--- src/rtl/knn_topk_vote.sv ---
// Streaming K-nearest-neighbour selector: keeps the K_MAX closest (distance, class) samples
// sorted on the fly, then votes one class per cycle over the first K slots.
module knn_topk_vote #(
   parameter int DIST_W  = 17,
   parameter int CLASS_W = 1,
   parameter int K_MAX   = 7,
   parameter int LAT_W   = 16,
   localparam int KW          = $clog2(K_MAX + 1),
   localparam int NUM_CLASSES = 2 ** CLASS_W
) (
   input  logic               clk,
   input  logic               reset,
   input  logic               start,
   input  logic [KW-1:0]      k_sel,
   input  logic               in_valid,
   input  logic [DIST_W-1:0]  in_dist,
   input  logic [CLASS_W-1:0] in_class,
   input  logic               in_last,
   output logic               in_ready,
   output logic               busy,
   output logic               result_valid,
   output logic [CLASS_W-1:0] predicted_class,
   output logic [KW-1:0]      vote_count,
   output logic [LAT_W-1:0]   latency,
   output logic               err_k
);

   typedef enum logic [1:0] {
      IDLE,
      COLLECT,
      VOTE,
      DONE
   } state_t;

   localparam logic [CLASS_W-1:0] LAST_CLASS = CLASS_W'(NUM_CLASSES - 1);

   state_t state, next_state;

   logic [DIST_W-1:0]  slot_dist [K_MAX];
   logic [CLASS_W-1:0] slot_cls  [K_MAX];
   logic               slot_vld  [K_MAX];

   logic [DIST_W-1:0]  nxt_dist  [K_MAX];
   logic [CLASS_W-1:0] nxt_cls   [K_MAX];
   logic               nxt_vld   [K_MAX];
   logic               le        [K_MAX];

   logic [KW-1:0]      k_reg;
   logic [CLASS_W-1:0] vote_idx;
   logic [KW-1:0]      class_count;

   logic start_acc;
   logic sample_acc;
   logic k_bad;

   assign start_acc  = start && (state == IDLE || state == DONE);
   assign sample_acc = in_valid && (state == COLLECT);
   assign k_bad      = (k_sel == '0) || ({1'b0, k_sel} > (KW + 1)'(K_MAX));

   assign in_ready     = (state == COLLECT);
   assign busy         = (state == COLLECT) || (state == VOTE);
   assign result_valid = (state == DONE);

   always_ff @(posedge clk) begin
      if (reset) begin
         state <= IDLE;
      end else begin
         state <= next_state;
      end
   end

   always_comb begin
      next_state = state;
      case (state)
         IDLE:    if (start) next_state = COLLECT;
         COLLECT: if (in_valid && in_last) next_state = VOTE;
         VOTE:    if (vote_idx == LAST_CLASS) next_state = DONE;
         DONE:    if (start) next_state = COLLECT;
         default: next_state = IDLE;
      endcase
   end

   // le[] is a prefix mask because valid slots stay packed and sorted; the new sample
   // lands at the first slot that is not <= it, and everything behind shifts down one.
   always_comb begin
      for (int i = 0; i < K_MAX; i++) begin
         le[i] = slot_vld[i] && (slot_dist[i] <= in_dist);
      end
      nxt_dist[0] = le[0] ? slot_dist[0] : in_dist;
      nxt_cls[0]  = le[0] ? slot_cls[0]  : in_class;
      nxt_vld[0]  = 1'b1;
      for (int i = 1; i < K_MAX; i++) begin
         if (le[i]) begin
            nxt_dist[i] = slot_dist[i];
            nxt_cls[i]  = slot_cls[i];
            nxt_vld[i]  = slot_vld[i];
         end else if (le[i-1]) begin
            nxt_dist[i] = in_dist;
            nxt_cls[i]  = in_class;
            nxt_vld[i]  = 1'b1;
         end else begin
            nxt_dist[i] = slot_dist[i-1];
            nxt_cls[i]  = slot_cls[i-1];
            nxt_vld[i]  = slot_vld[i-1];
         end
      end
   end

   always_comb begin
      class_count = '0;
      for (int i = 0; i < K_MAX; i++) begin
         if (slot_vld[i] && (KW'(i) < k_reg) && (slot_cls[i] == vote_idx)) begin
            class_count = class_count + KW'(1);
         end
      end
   end

   always_ff @(posedge clk) begin
      if (reset) begin
         for (int i = 0; i < K_MAX; i++) begin
            slot_dist[i] <= '0;
            slot_cls[i]  <= '0;
            slot_vld[i]  <= 1'b0;
         end
         k_reg           <= '0;
         err_k           <= 1'b0;
         latency         <= '0;
         predicted_class <= '0;
         vote_count      <= '0;
         vote_idx        <= '0;
      end else if (start_acc) begin
         for (int i = 0; i < K_MAX; i++) begin
            slot_vld[i] <= 1'b0;
         end
         k_reg           <= k_bad ? KW'(K_MAX) : k_sel;
         err_k           <= k_bad;
         latency         <= '0;
         predicted_class <= '0;
         vote_count      <= '0;
         vote_idx        <= '0;
      end else begin
         if (busy && (latency != '1)) begin
            latency <= latency + LAT_W'(1);
         end
         if (sample_acc) begin
            for (int i = 0; i < K_MAX; i++) begin
               slot_dist[i] <= nxt_dist[i];
               slot_cls[i]  <= nxt_cls[i];
               slot_vld[i]  <= nxt_vld[i];
            end
         end
         // Strictly-greater replacement keeps the lowest class index on ties.
         if (state == VOTE) begin
            if (class_count > vote_count) begin
               vote_count      <= class_count;
               predicted_class <= vote_idx;
            end
            vote_idx <= vote_idx + CLASS_W'(1);
         end
      end
   end

endmodule

--- config.mk ---
export PLATFORM = sky130hd
export DESIGN_NAME = knn_topk_vote
export DESIGN_NICKNAME = d
export VERILOG_FILES = /design/src/rtl/knn_topk_vote.sv
export SDC_FILE = /design/constraint.sdc
export NUM_CORES = 1
export LEC_CHECK = 0
export CAP_MARGIN = 20
export CORE_AREA = 2 2 139 141
export CTS_BUF_LIST = sky130_fd_sc_hd__clkbuf_4 sky130_fd_sc_hd__clkbuf_8
export DETAILED_ROUTE_END_ITERATION = 12
export DIE_AREA = 0 0 141 143
export GPL_TIMING_DRIVEN = 0
export PLACE_DENSITY = 0.87
export SLEW_MARGIN = 30
export SYNTH_ARGS = -nofsm -noshare
export SYNTH_HDL_FRONTEND = slang
export SYNTH_SLANG_ARGS = --single-unit
--- constraint.sdc ---
create_clock -name clk -period 8.2 [get_ports clk]
set_clock_uncertainty 0.05 [all_clocks]
set_input_delay 1.64 -clock clk [delete_from_list [all_inputs] [get_ports clk]]
set_output_delay 1.64 -clock clk [all_outputs]
set_load 0.01 [all_outputs]
# [Yosys cells after proc, flatten, opt, wreduce, memory -nomap -nowiden]
# Memory sizes are Yosys's and may differ from the RTL's.
# Index checks and enable logic that the tools add are counted.
[word_totals] out_inout_bits=24 n_memories=3 ram_bits=133 input_bits=26 ff_bits=27 wordCells=195
[memory_table] name="slot_dist" depth=7 word_bits=17 rd=7 rd_ports_with_merged_regs=0 wr=7 line="39" source="logic [DIST_W-1:0] slot_dist [K_MAX];"
[memory_table] name="slot_cls" depth=7 word_bits=1 rd=7 rd_ports_with_merged_regs=0 wr=7 line="40" source="logic [CLASS_W-1:0] slot_cls [K_MAX];"
[memory_table] name="slot_vld" depth=7 word_bits=1 rd=7 rd_ports_with_merged_regs=0 wr=7 line="41" source="logic slot_vld [K_MAX];"
[op_classes] n_reduce_logical=33 n_lt_le_gt_ge=15 n_eq_ne=14 addsub=8 n_bitwise=28 mux=87
[op_table] cell="$mux W17" count=20
[op_table] cell="$le A17 B17 Y1" count=7
[op_table] cell="$mux W1" count=56
[op_table] cell="$or A1 B1 Y1" count=28
[op_table] cell="$logic_and A1 B1 Y1" count=25
[op_table] cell="$mux W3" count=7
[op_table] cell="$add A3 B1 Y3 const B" count=6
[op_table] cell="$add A16 B1 Y16 const B" count=1
[op_table] cell="$ne A16 B16 Y1 const B" count=1
[op_table] cell="$lt A3 B3 Y1 const A" count=3
[op_table] cell="$eq A1 B1 Y1" count=7
[op_table] cell="$lt A1 B3 Y1 const A" count=2
[op_table] cell="$lt A2 B3 Y1 const A" count=2
[op_table] cell="$mux W2" count=3
[op_table] cell="$pmux W2 S3" count=1
[op_table] cell="$eq A2 B2 Y1 const B" count=2
[op_table] cell="$ne A2 B1 Y1 const B" count=2
[op_table] cell="$reduce_or A2 Y1" count=2
[op_table] cell="$gt A3 B3 Y1" count=1
[op_table] cell="$logic_not A3 Y1" count=1
[op_table] cell="$reduce_and A3 Y1" count=1
[op_table] cell="$eq A2 B1 Y1 const B" count=1
[op_table] cell="$logic_not A2 Y1" count=1
[op_table] cell="$logic_or A1 B1 Y1" count=2
[op_table] cell="other kinds (3)" count=3

# [Longest topological paths before layout]
# Gate-level depths: netlist of run 1.
[logic_depth] word_depth=18 depth_mapped=28 mapped_depth_nobuf=27

# [Worst setup path after synthesis of run 1]
# Ideal clock, no wire load.
[synth_timing] path_kind="input to register" startpoint="input port in_dist[6]" endpoint="memory slot_cls[6], enable pin" n_path_buf=0 setup_ns=0.421 slack_ns=3.487 required_time_ns=7.729 cell_stages=9 t_arrival_ns=4.242 path_cell_list="inv_1 > ha_1 > a21o_1 > a21o_1 > a21oi_1 > nor2b_1 > a221oi_1 > nor2_1 > o31ai_1"
[synth_rtl] element="start, declared" line="16" source="input logic [DIST_W-1:0] in_dist,"
[synth_rtl] element="end, declared" line="40"

==> results.json, run 1 <==
{
  "grt_pass1_wl_mm": 43.4,
  "hold_path.class": "flop to flop",
  "antenna_cells": 0,
  "seq_power_share": 0.431,
  "fin_util": 0.647,
  "post-dp-hpwl_mm": 21.2,
  "grt_max_degree": 19,
  "ctsLongestPathBuffers": 2,
  "p_total_mw": 2.61,
  "power.net_switching_mw": 0.942,
  "syn_to_final_growth_pct": 11.5,
  "core_um2": 18600,
  "pwr-share-comb": 0.325,
  "yosysWarnings": 0,
  "ys_async_sr_fraction": 0,
  "route.detailed.drc": 0,
  "syn-num-nets": 1219,
  "p_int_mw": 1.67,
  "fillers": 1392,
  "drv_cap": 0,
  "antenna_found_initial": 0,
  "drt_iter0_markers": 903,
  "status": "completed",
  "numCtsBuffers": 17,
  "clk_latency_ns": 0.47,
  "drv_slew": 0,
  "drive_gt1_frac": 0.0762,
  "worstPathRequired_ns": 8.51,
  "critPathKind": "flop to flop",
  "critPathLaunchType": "flop",
  "setup_viol": 0,
  "routed_wl_mm": 27.1,
  "drtPass1Iterations": 7,
  "reg2regPathDepth": 23,
  "grt_pass1_vias": 8746,
  "fmax_mhz": 192,
  "root_buffer": "clkbuf_8",
  "cts.sinks": 160,
  "cts_resized": 0,
  "hold_viol_final": 0,
  "finalCritPeriodShare": 0.635,
  "ys_seq_area_frac": 0.419,
  "cp_slowest_cell": "clkbuf_1",
  "netlist_area_um2": 10800,
  "grt-ovfl-total": 0,
  "rows": 50,
  "syn_area_per_cell_um2": 10.2,
  "ys_ff_latch": 160,
  "crit_end": "predicted_class$_SDFFE_PP0P_",
  "worst_setup_path_end_kind": "flop",
  "powerDensity_nw_per_um2": 217,
  "initial_core_util": 0.580,
  "finalCriticalPeriod_ns": 5.20,
  "globalplace.congestion": 0.964,
  "syn_inst": 1060,
  "die_area_um2": 20200,
  "peakVddDrop_uv": 116,
  "crit_top_cell": "ha_1",
  "reg2reg_setup_slack_ns": 3.00,
  "ant_nets": 0,
  "postCtsHoldBufs": 0,
  "largest_register_ffs": 119,
  "max_slew_margin": 0.381,
  "worstPathArrival_ns": 5.51,
  "path_clk_slew_ns": 0.09,
  "avgRoutedWirePerCell_um": 19.7,
  "worst-path-max-fanout": 10,
  "max_stage_delay_ns": 0.48,
  "worstMarginPinSlew_ns": 0.928,
  "io_pins": 50,
  "grt_use_total": 0.273,
  "top_register": "slot_dist",
  "p_sw_frac": 0.361,
  "setup_tns_ns": 0,
  "rsz0062_at_grt": "no",
  "num_vias": 8880,
  "buffer_ports.inserted": 48,
  "num-nets-final": 1288,
  "path_delay_family": "adder cells",
  "worstSetupStartpoint": "slot_vld[0]$_DFF_P_",
  "clkPwrFrac": 0.244,
  "regToRegStartpoint": "slot_vld[0]$_DFF_P_",
  "leakagePower_nw": 4.80,
  "synth-edff-count": 131,
  "reg_top3": "slot_dist (119), latency (16)",
  "synth_ff_type": "edfxtp_1",
  "h-tree-depth": 4,
  "crit_chain": "clkbuf_1, nand3_1, ha_1, xnor2_2, ha_1, nand4_1, o31ai_2, ha_1, inv_1, a21oi_1, ha_1, nand2_1, nand2_1, ha_1, and3_1, xnor3_1, xnor2_1, ha_1, nand3_1, nand2_1, a21oi_1, mux2i_1, nor2_1",
  "post_drt_via_cell_ratio": 6.45,
  "worst-path-buf-inv": 2,
  "die_h_um": 143,
  "postCtsSetupRepairBufs": 0,
  "ys_types": 56,
  "r2r-end": "predicted_class$_SDFFE_PP0P_",
  "die_w_um": 141,
  "worstSetupPathDepth": 23,
  "cts_tree": "built"
}
[Yosys cell counts (29+ instances only)]
cell type  instances  share of area
nand3_1          113          0.052
a21oi_1           54          0.025
nand2_1           29          0.010
nor2_1           106          0.037
mux2i_1           40          0.037
o31ai_1           52          0.036
inv_1             38          0.013
a21o_1            39          0.027
dfxtp_1           29          0.054
clkbuf_1          36          0.013
ha_1             133           0.15
edfxtp_1         131           0.36
[metrics by stage]
stage,hold slack (ns),worst slack [ns],std cells,area (um2)
floorplan,0.461,3.49,1060,10800
global placement,0.431,2.09,1342,11600
detailed placement,0.430,2.72,1344,11600
CTS,0.457,3.06,1376,12000
global route,0.495,2.67,1376,12000
finish,0.458,3.00,1376,12000
[area by class of cell]
type | instances | area [um2] | share of cell area
Multi-Input combinational cell | 799 | 5860 | 0.488
Sequential cell | 160 | 4510 | 0.376
Timing Repair Buffer | 50 | 503 | 0.0419
Tap cell | 234 | 293 | 0.0244
Buffer | 62 | 279 | 0.0232
Clock buffer | 18 | 248 | 0.0206
Clock inverter | 14 | 175 | 0.0146
Inverter | 39 | 146 | 0.0122
[cell families (layout without fill, tap and decap cells)]
group | count (synthesis) | after routing | share of synthesized area
multiplexers | 40 | 40 | 0.0371
flip-flops | 160 | 160 | 0.419
adder cells (fa/ha/maj) | 133 | 133 | 0.154
AO/OA/AOI/OAI | 257 | 257 | 0.164
buffers and inverters | 101 | 183 | 0.0395
XOR/XNOR | 28 | 28 | 0.0274
AND/OR/NAND/NOR | 341 | 341 | 0.159
[layer usage]
layer	global-route usage	up-vias	wire length [um]
met5	0	-	0
met4	0.100	0	828
met3	0.0537	73	2030
met2	0.487	397	13500
met1	0.330	4232	10800
li1	-	4178	-
[cells in the final DEF (no fill, tap or decap), types with 4 or more instances in the layout]
cell type	count
nor2b_1	16
buf_2	16
nor2_1	106
buf_1	6
ha_1	133
and4_1	6
dfxtp_1	29
edfxtp_1	131
xnor2_1	11
nand2_1	29
and3_1	12
o21ai_0	23
a21oi_1	54
clkbuf_1	36
o211ai_1	4
o21ai_1	25
mux2i_1	40
or3_1	6
o31ai_1	51
a21o_1	39
a21oi_2	11
a211oi_1	5
inv_1	38
a31oi_1	4
nand3_1	113
clkbuf_8	18
nand3_2	11
o21a_1	4
nand4_1	26
nand2b_1	4
a311o_1	19
inv_6	4
inv_4	4
clkdlybuf4s50_1	48
xor2_1	12
[worst register-to-register path: stages, from the launching register on]
cell and delay (ns):
dfxtp_1 0.39, clkbuf_1 0.48, nand3_1 0.23, ha_1 0.40, xnor2_2 0.26, ha_1 0.28
nand4_1 0.11, o31ai_2 0.10, ha_1 0.28, inv_1 0.08, a21oi_1 0.07, ha_1 0.30
nand2_1 0.06, nand2_1 0.07, ha_1 0.13, and3_1 0.16, xnor3_1 0.23, xnor2_1 0.23
ha_1 0.28, nand3_1 0.08, nand2_1 0.06, a21oi_1 0.45, mux2i_1 0.25, nor2_1 0.05
[how the worst min path moves through the flow]
stage                                      start                           end  cells past startpoint
floorplan               slot_vld[4]$_SDFFE_PP0P_      slot_vld[4]$_SDFFE_PP0P_                      2
global placement    predicted_class$_SDFFE_PP0P_  predicted_class$_SDFFE_PP0P_                      2
detailed placement  predicted_class$_SDFFE_PP0P_  predicted_class$_SDFFE_PP0P_                      2
CTS                 predicted_class$_SDFFE_PP0P_  predicted_class$_SDFFE_PP0P_                      2
global route                  err_k$_SDFFE_PP0P_            err_k$_SDFFE_PP0P_                      2
finish              predicted_class$_SDFFE_PP0P_  predicted_class$_SDFFE_PP0P_                      2
[power groups by stage]
stage               Clock (mW)  Sequential (mW)  Combinational, mW
floorplan                    0             1.11              0.600
global placement             0             1.13              0.777
detailed placement           0             1.14              0.828
CTS                      0.632             1.12              0.837
global route             0.671             1.14              0.933
finish                   0.637             1.12              0.847
No activity file was read; power rests on OpenSTA's default activity.
==> inputs of run 2 (changes only) <==
--- a/config.mk
+++ b/config.mk
@@ -6,12 +6,12 @@
 export NUM_CORES = 1
 export LEC_CHECK = 0
 export CAP_MARGIN = 20
-export CORE_AREA = 2 2 139 141
+export CORE_AREA = 2 2 141 143
 export CTS_BUF_LIST = sky130_fd_sc_hd__clkbuf_4 sky130_fd_sc_hd__clkbuf_8
 export DETAILED_ROUTE_END_ITERATION = 12
-export DIE_AREA = 0 0 141 143
+export DIE_AREA = 0 0 143 145
 export GPL_TIMING_DRIVEN = 0
-export PLACE_DENSITY = 0.87
+export PLACE_DENSITY = 0.88
 export SLEW_MARGIN = 30
 export SYNTH_ARGS = -nofsm -noshare
 export SYNTH_HDL_FRONTEND = slang
==> constraint.sdc (replaced) <==
create_clock -name clk -period 4.53 [get_ports clk]
set_clock_uncertainty 0.05 [all_clocks]
set_input_delay 0.906 -clock clk [delete_from_list [all_inputs] [get_ports clk]]
set_output_delay 0.906 -clock clk [all_outputs]
set_load 0.01 [all_outputs]
==> run 2 against run 1 <==
Effect of this change: hold slack about the same; wire length increased by 5.1%; the flow now finishes with violations (negative setup slack); critical path depth increased by 3; worst setup slack got worse by 3.2 ns.
==> results.json, run 2 (synthesis results as in run 1) <==
{
  "powerDensity_nw_per_um2": 393,
  "grt_use_total": 0.268,
  "rsz0062_at_grt": "yes",
  "finalCriticalPeriod_ns": 4.69,
  "buffer_ports.inserted": 48,
  "status": "finished with violations",
  "hold_path.class": "flop to flop",
  "pwr-share-comb": 0.348,
  "num_vias": 9195,
  "core_um2": 19200,
  "worstPathArrival_ns": 5.05,
  "leakagePower_nw": 4.90,
  "path_clk_slew_ns": 0.10,
  "p_sw_frac": 0.363,
  "setup_slack_ns": -0.163,
  "die_h_um": 145,
  "cts_tree": "built",
  "io_pins": 50,
  "final_cells": 1421,
  "clk_latency_ns": 0.47,
  "ant_nets": 0,
  "syn_to_final_growth_pct": 13.8,
  "drv_cap": 0,
  "grt_max_degree": 19,
  "rows": 51,
  "p_int_mw": 3.07,
  "critPathKind": "flop to flop",
  "drtPass1Iterations": 6,
  "worst_setup_path_end_kind": "flop",
  "initial_core_util": 0.561,
  "hold_viol_final": 0,
  "die_w_um": 143,
  "grt_pass1_wl_mm": 43.5,
  "finalCritPeriodShare": 1.04,
  "post_drt_via_cell_ratio": 6.47,
  "final_common_cell": "edfxtp_1",
  "grt_pass1_vias": 8914,
  "worst-path-max-fanout": 6,
  "ctsLongestPathBuffers": 2,
  "postCtsHoldBufs": 0,
  "routed_wl_mm": 28.5,
  "drt_iter0_markers": 726,
  "root_buffer": "clkbuf_8",
  "top_register": "slot_dist",
  "post-dp-hpwl_mm": 21.3,
  "power.net_switching_mw": 1.75,
  "fillers": 1401,
  "clkPwrFrac": 0.227,
  "avgRoutedWirePerCell_um": 20.1,
  "worstPathRequired_ns": 4.89,
  "drv_slew": 0,
  "critPathLaunchType": "flop",
  "cts.sinks": 160,
  "die_area_um2": 20700,
  "grt-ovfl-total": 0,
  "h-tree-depth": 4,
  "post-place-cells": 1375,
  "layout_common_cells": "131 x edfxtp_1, 130 x ha_1, 111 x nand3_1",
  "violations": "negative setup slack",
  "largest_register_ffs": 119,
  "numCtsBuffers": 17,
  "drive_gt1_frac": 0.110,
  "setup_tns_ns": -0.550,
  "antenna_cells": 0,
  "globalplace.congestion": 0.927,
  "fmax_mhz": 213,
  "antenna_found_initial": 0,
  "route.detailed.drc": 0,
  "max_slew_margin": 0.423,
  "setup_viol": 4,
  "peakVddDrop_uv": 231,
  "reg_top3": "slot_dist (119), latency (16)",
  "num-nets-final": 1302,
  "seq_power_share": 0.425,
  "worstMarginPinSlew_ns": 0.865
}
run 2: cell types whose count changed in the layout (fill, tap and decap cells not counted), moves of 3 or more:
cell	previous run	this run
nand2_2	0	3
buf_4	2	16
nand2_1	29	26
a21oi_1	54	51
ha_1	133	130
clkbuf_4	0	4
o21ai_0	23	20
dfxtp_1	29	26
inv_6	4	0
run 2: routing by layer:
layer  GRT usage  wire length, um  up-vias
met5           0                0        -
met1       0.317            10900     4444
li1            -                -     4194
met3      0.0521             2210      103
met4       0.115             1250        0
met2       0.468            14200      454
run 2: what timing repair did:
item / 4_1_cts / 5_1_grt
setup buffers: 6 / 9
hold endpoints to repair: 0 / 0
gates resized for setup: 11 / 26
pin swaps: 3 / 13
setup endpoints to repair: 4 / 4
run 2: worst paths after layout:
path	slack, ns	cells after the start	to	start
worst max register to register	-0.16	26	vote_count[0]$_SDFFE_PP0P_	k_reg[2]$_SDFFE_PP0P_
worst min register to register	0.46	2	err_k$_SDFFE_PP0P_	err_k$_SDFFE_PP0P_
worst min-delay path	0.46	2	err_k$_SDFFE_PP0P_	err_k$_SDFFE_PP0P_
worst max-delay path	-0.16	26	vote_count[0]$_SDFFE_PP0P_	k_reg[2]$_SDFFE_PP0P_
run 2: cell type report:
class	count	area (um2)	area share
Buffer	61	280	0.0228
Clock buffer	23	292	0.0238
Clock inverter	9	104	0.00846
Inverter	39	146	0.0119
Multi-Input combinational cell	799	5980	0.487
Sequential cell	160	4520	0.369
Tap cell	265	332	0.0270
Timing Repair Buffer	65	616	0.0502
run 2: per-stage QoR:
step / cell area, um2 / power (mW) / utilization / setup WS (ns) / hold slack [ns]
6_report: 12300 / 4.82 / 0.639 / -0.163 / 0.458
5_1_grt: 12300 / 5.04 / 0.639 / -0.358 / 0.491
4_1_cts: 12100 / 4.66 / 0.631 / 0.00184 / 0.462
3_5_place_dp: 11600 / 3.56 / 0.606 / -0.422 / 0.448
3_3_place_gp: 11600 / 3.46 / 0.604 / -0.854 / 0.431
2_1_floorplan: 10800 / 3.10 / - / 0.00545 / 0.461
run 2: critical path, stage by stage, from the launching register on:
cell and delay, ns:
dfxtp_4 0.36, or3_4 0.39, nand3_4 0.10, inv_1 0.05
ha_2 0.19, a31oi_2 0.19, nor2_2 0.05, ha_1 0.30
nand4_1 0.12, o31ai_4 0.09, ha_1 0.29, inv_2 0.08
a21oi_2 0.05, ha_1 0.33, nand2_2 0.07, nand2_2 0.07
ha_2 0.16, and3_4 0.17, xnor3_1 0.25, xnor2_2 0.17
ha_1 0.36, nand3_2 0.11, nand2_2 0.07, a21oi_4 0.21
buf_4 0.16, o21ai_2 0.04, a21oi_1 0.14
run 2: power groups by stage:
stage               logic [mW]  clock network (mW)  registers [mW]
global route              1.83                1.14            2.07
floorplan                 1.09                   0            2.01
detailed placement        1.50                   0            2.06
CTS                       1.55                1.08            2.03
finish                    1.68                1.09            2.05
global placement          1.41                   0            2.05
==> inputs of run 3 (changes only) <==
--- a/config.mk
+++ b/config.mk
@@ -5,11 +5,12 @@
 export SDC_FILE = /design/constraint.sdc
 export NUM_CORES = 1
 export LEC_CHECK = 0
+export ABC_AREA = 1
 export CAP_MARGIN = 20
-export CORE_AREA = 2 2 141 143
+export CORE_AREA = 4 4 143 145
 export CTS_BUF_LIST = sky130_fd_sc_hd__clkbuf_4 sky130_fd_sc_hd__clkbuf_8
 export DETAILED_ROUTE_END_ITERATION = 12
-export DIE_AREA = 0 0 143 145
+export DIE_AREA = 0 0 147 149
 export GPL_TIMING_DRIVEN = 0
 export PLACE_DENSITY = 0.88
 export SLEW_MARGIN = 30
==> run 3 against run 2 <==
Effect of this change: the flow still finishes with violations (negative setup slack); first-iteration DRC count up 23%; synthesized cell count is 21% higher; worst setup slack better by 0.044 ns; via count grew 6.0%; count of clock-buffer cells in the layout is 3 lower; clock power up 6%; global-route usage decreased by 2.0 points; sequential cell count did not move; critical path depth grew 2; cell count increased by 16%; fmax increased by 0.95%; core utilization is 0.58 points higher; critical path type unchanged; largest cell class unchanged; largest power group unchanged.
==> results.json, run 3 <==
{
  "postCtsHoldBufs": 0,
  "cts.sinks": 160,
  "yosys-top-cells-area": "edfxtp_1 37%, ha_1 16%, nand2_1 8.8%, a21oi_1 7.8%, nand3_1 6.1%",
  "synth_top_family_by_area": "simple AND/OR/NAND/NOR gates",
  "violations": "negative setup slack",
  "synthMuxAreaShare": 0,
  "antenna_cells": 0,
  "grt_pass1_vias": 9182,
  "grt-ovfl-total": 0,
  "finalCriticalPeriod_ns": 4.65,
  "largest_register_ffs": 119,
  "worstSetupStartpoint": "k_reg[2]$_SDFFE_PP0P_",
  "antenna_found_initial": 0,
  "worst-path-max-fanout": 7,
  "crit_end": "vote_count[1]$_SDFFE_PP0P_",
  "synthAdderAreaFrac": 0.155,
  "grt_use_total": 0.248,
  "num-nets-final": 1529,
  "post-dp-hpwl_mm": 20.6,
  "reg2regPathDepth": 28,
  "grt_max_degree": 19,
  "ys_top_cells_by_count": "252 x nand2_1, 167 x a21oi_1, 133 x ha_1",
  "synth_top_area_frac": 0.366,
  "drtPass1Iterations": 7,
  "status": "finished with violations",
  "synth.most_common_cell": "nand2_1",
  "worstPathArrival_ns": 4.99,
  "rsz0062_at_grt": "yes",
  "post-place-cells": 1598,
  "io_pins": 50,
  "peakVddDrop_uv": 208,
  "yosysWarnings": 0,
  "path_clk_slew_ns": 0.09,
  "setup_viol": 4,
  "worstMarginPinSlew_ns": 0.842,
  "layout_common_cells": "244 x nand2_1, 166 x a21oi_1, 131 x edfxtp_1",
  "numCtsBuffers": 17,
  "cp_slowest_cell": "o211ai_1",
  "ys_async_sr_fraction": 0,
  "worst-path-buf-inv": 5,
  "yosysTopAreaCell": "edfxtp_1",
  "synth_xor_area_frac": 0.00571,
  "finalCritPeriodShare": 1.03,
  "globalplace.congestion": 0.941,
  "ys_ff_latch": 160,
  "top_register": "slot_dist",
  "syn_to_final_growth_pct": 15.4,
  "worstPathRequired_ns": 4.87,
  "synth-simple-area-share": 0.240,
  "final_cells": 1648,
  "regToRegStartpoint": "k_reg[2]$_SDFFE_PP0P_",
  "max_stage_delay_ns": 0.52,
  "ctsLongestPathBuffers": 2,
  "setup_slack_ns": -0.119,
  "critPathKind": "flop to flop",
  "drive_gt1_frac": 0.108,
  "r2r-end": "vote_count[1]$_SDFFE_PP0P_",
  "path_delay_family": "simple AND/OR/NAND/NOR gates",
  "root_buffer": "clkbuf_8",
  "hold_path.class": "flop to flop",
  "syn-num-nets": 1440,
  "synth_ff_type": "edfxtp_1",
  "hold_viol_final": 0,
  "die_h_um": 149,
  "drt_iter0_markers": 893,
  "crit_top_cell": "ha_4",
  "rows": 51,
  "reg2reg_setup_slack_ns": -0.12,
  "routed_wl_mm": 28.5,
  "dp_slack_ns": -0.457,
  "worstSetupPathDepth": 28,
  "reg_top3": "slot_dist (119), latency (16)",
  "drv_slew": 0,
  "core_um2": 19200,
  "buffer_ports.inserted": 49,
  "ys_types": 42,
  "h-tree-depth": 4,
  "grt_pass1_wl_mm": 43.7,
  "initial_core_util": 0.559,
  "avgRoutedWirePerCell_um": 17.3,
  "fin_util": 0.645,
  "die_area_um2": 21900,
  "critPathLaunchType": "flop",
  "ys_seq_area_frac": 0.421,
  "clk_latency_ns": 0.48,
  "syn_area_per_cell_um2": 8.38,
  "syn_inst": 1281,
  "worst_setup_path_end_kind": "flop",
  "ant_nets": 0,
  "cts_tree": "built",
  "drv_cap": 0,
  "route.detailed.drc": 0,
  "post_drt_via_cell_ratio": 5.91,
  "synth-edff-count": 131,
  "netlist_area_um2": 10700,
  "num_vias": 9746,
  "powerDensity_nw_per_um2": 392,
  "final_common_cell": "nand2_1",
  "leakagePower_nw": 5.22,
  "die_w_um": 147,
  "synth_compound_area_frac": 0.119,
  "max_slew_margin": 0.439,
  "fmax_mhz": 215
}
-- run 3: cell types whose count changed after synthesis, sizes merged, moves of 11 or more --
cell	delta
mux2i	-40
nor2	+30
xnor2	-11
nor2b	-16
clkbuf	-16
nand2	+234
a21o	-34
o31ai	-52
inv	+67
a311o	-19
nand3	+11
a21oi	+103
-- run 3: cells by family after synthesis --
| group | count (synthesis) |
|---|---|
| DFF | 160 |
| adders and majority gates | 133 |
| AOI/OAI and AO/OA | 243 |
| buffers and inverters | 152 |
| and+or+nand+nor | 586 |
| xor gates and xnor gates | 7 |
-- run 3: what timing repair did --
item | 4_1_cts | 5_1_grt
setup endpoints to repair | 4 | 4
resized for setup | 21 | 27
setup buffers | 15 | 7
pin swaps | 22 | 18
-- run 3: report_power, final --
| part | switching (mW) | internal (mW) | leakage (nW) | total [mW] |
|---|---|---|---|---|
| Combinational | 1.09 | 0.590 | 3.40 | 1.68 |
| Sequential | 0.148 | 1.86 | 1.60 | 2.01 |
| Clock | 0.575 | 0.583 | 0.222 | 1.16 |
-- run 3: layer usage --
metal,share of wire,global-route usage,routed length (um)
met1,0.38,0.297,10800
met5,0,0,0
met4,0.043,0.116,1220
met2,0.50,0.442,14200
met3,0.078,0.0359,2220
-- run 3: worst min path at each step --
stage / cells past startpoint / slack [ns] / to / startpoint
final: 2 / 0.45 / latency[7]$_SDFFE_PP0P_ / latency[7]$_SDFFE_PP0P_
after floorplan: 2 / 0.42 / state[1]$_SDFFE_PP0P_ / state[1]$_SDFFE_PP0P_
after global placement: 2 / 0.39 / err_k$_SDFFE_PP0P_ / err_k$_SDFFE_PP0P_
after detailed placement: 2 / 0.43 / err_k$_SDFFE_PP0P_ / err_k$_SDFFE_PP0P_
after CTS: 2 / 0.45 / err_k$_SDFFE_PP0P_ / err_k$_SDFFE_PP0P_
after global routing: 2 / 0.49 / err_k$_SDFFE_PP0P_ / err_k$_SDFFE_PP0P_
-- run 3: cell type report --
| class | count | area, um2 |
|---|---|---|
| Buffer | 45 | 234 |
| Clock buffer | 20 | 269 |
| Clock inverter | 12 | 153 |
| Fill cell | 1478 | 6820 |
| Inverter | 105 | 404 |
| Multi-Input combinational cell | 969 | 5790 |
| Sequential cell | 160 | 4520 |
| Tap cell | 265 | 332 |
| Timing Repair Buffer | 72 | 678 |
-- run 3: per-stage QoR --
step	power [mW]	area, um2	TNS [ns]	hold slack [ns]
4_1_cts	4.70	12200	-0.235	0.448
5_1_grt	5.11	12400	-1.03	0.493
6_report	4.85	12400	-0.423	0.454
2_1_floorplan	3.09	10800	0	0.418
3_5_place_dp	3.56	11600	-1.80	0.433
3_3_place_gp	3.45	11600	-25.59	0.391
-- run 3: worst min-delay path, cell delays in order, from the launching register on --
cell	delay, ns
dfxtp_1	0.34
inv_1	0.07
a21oi_1	0.06
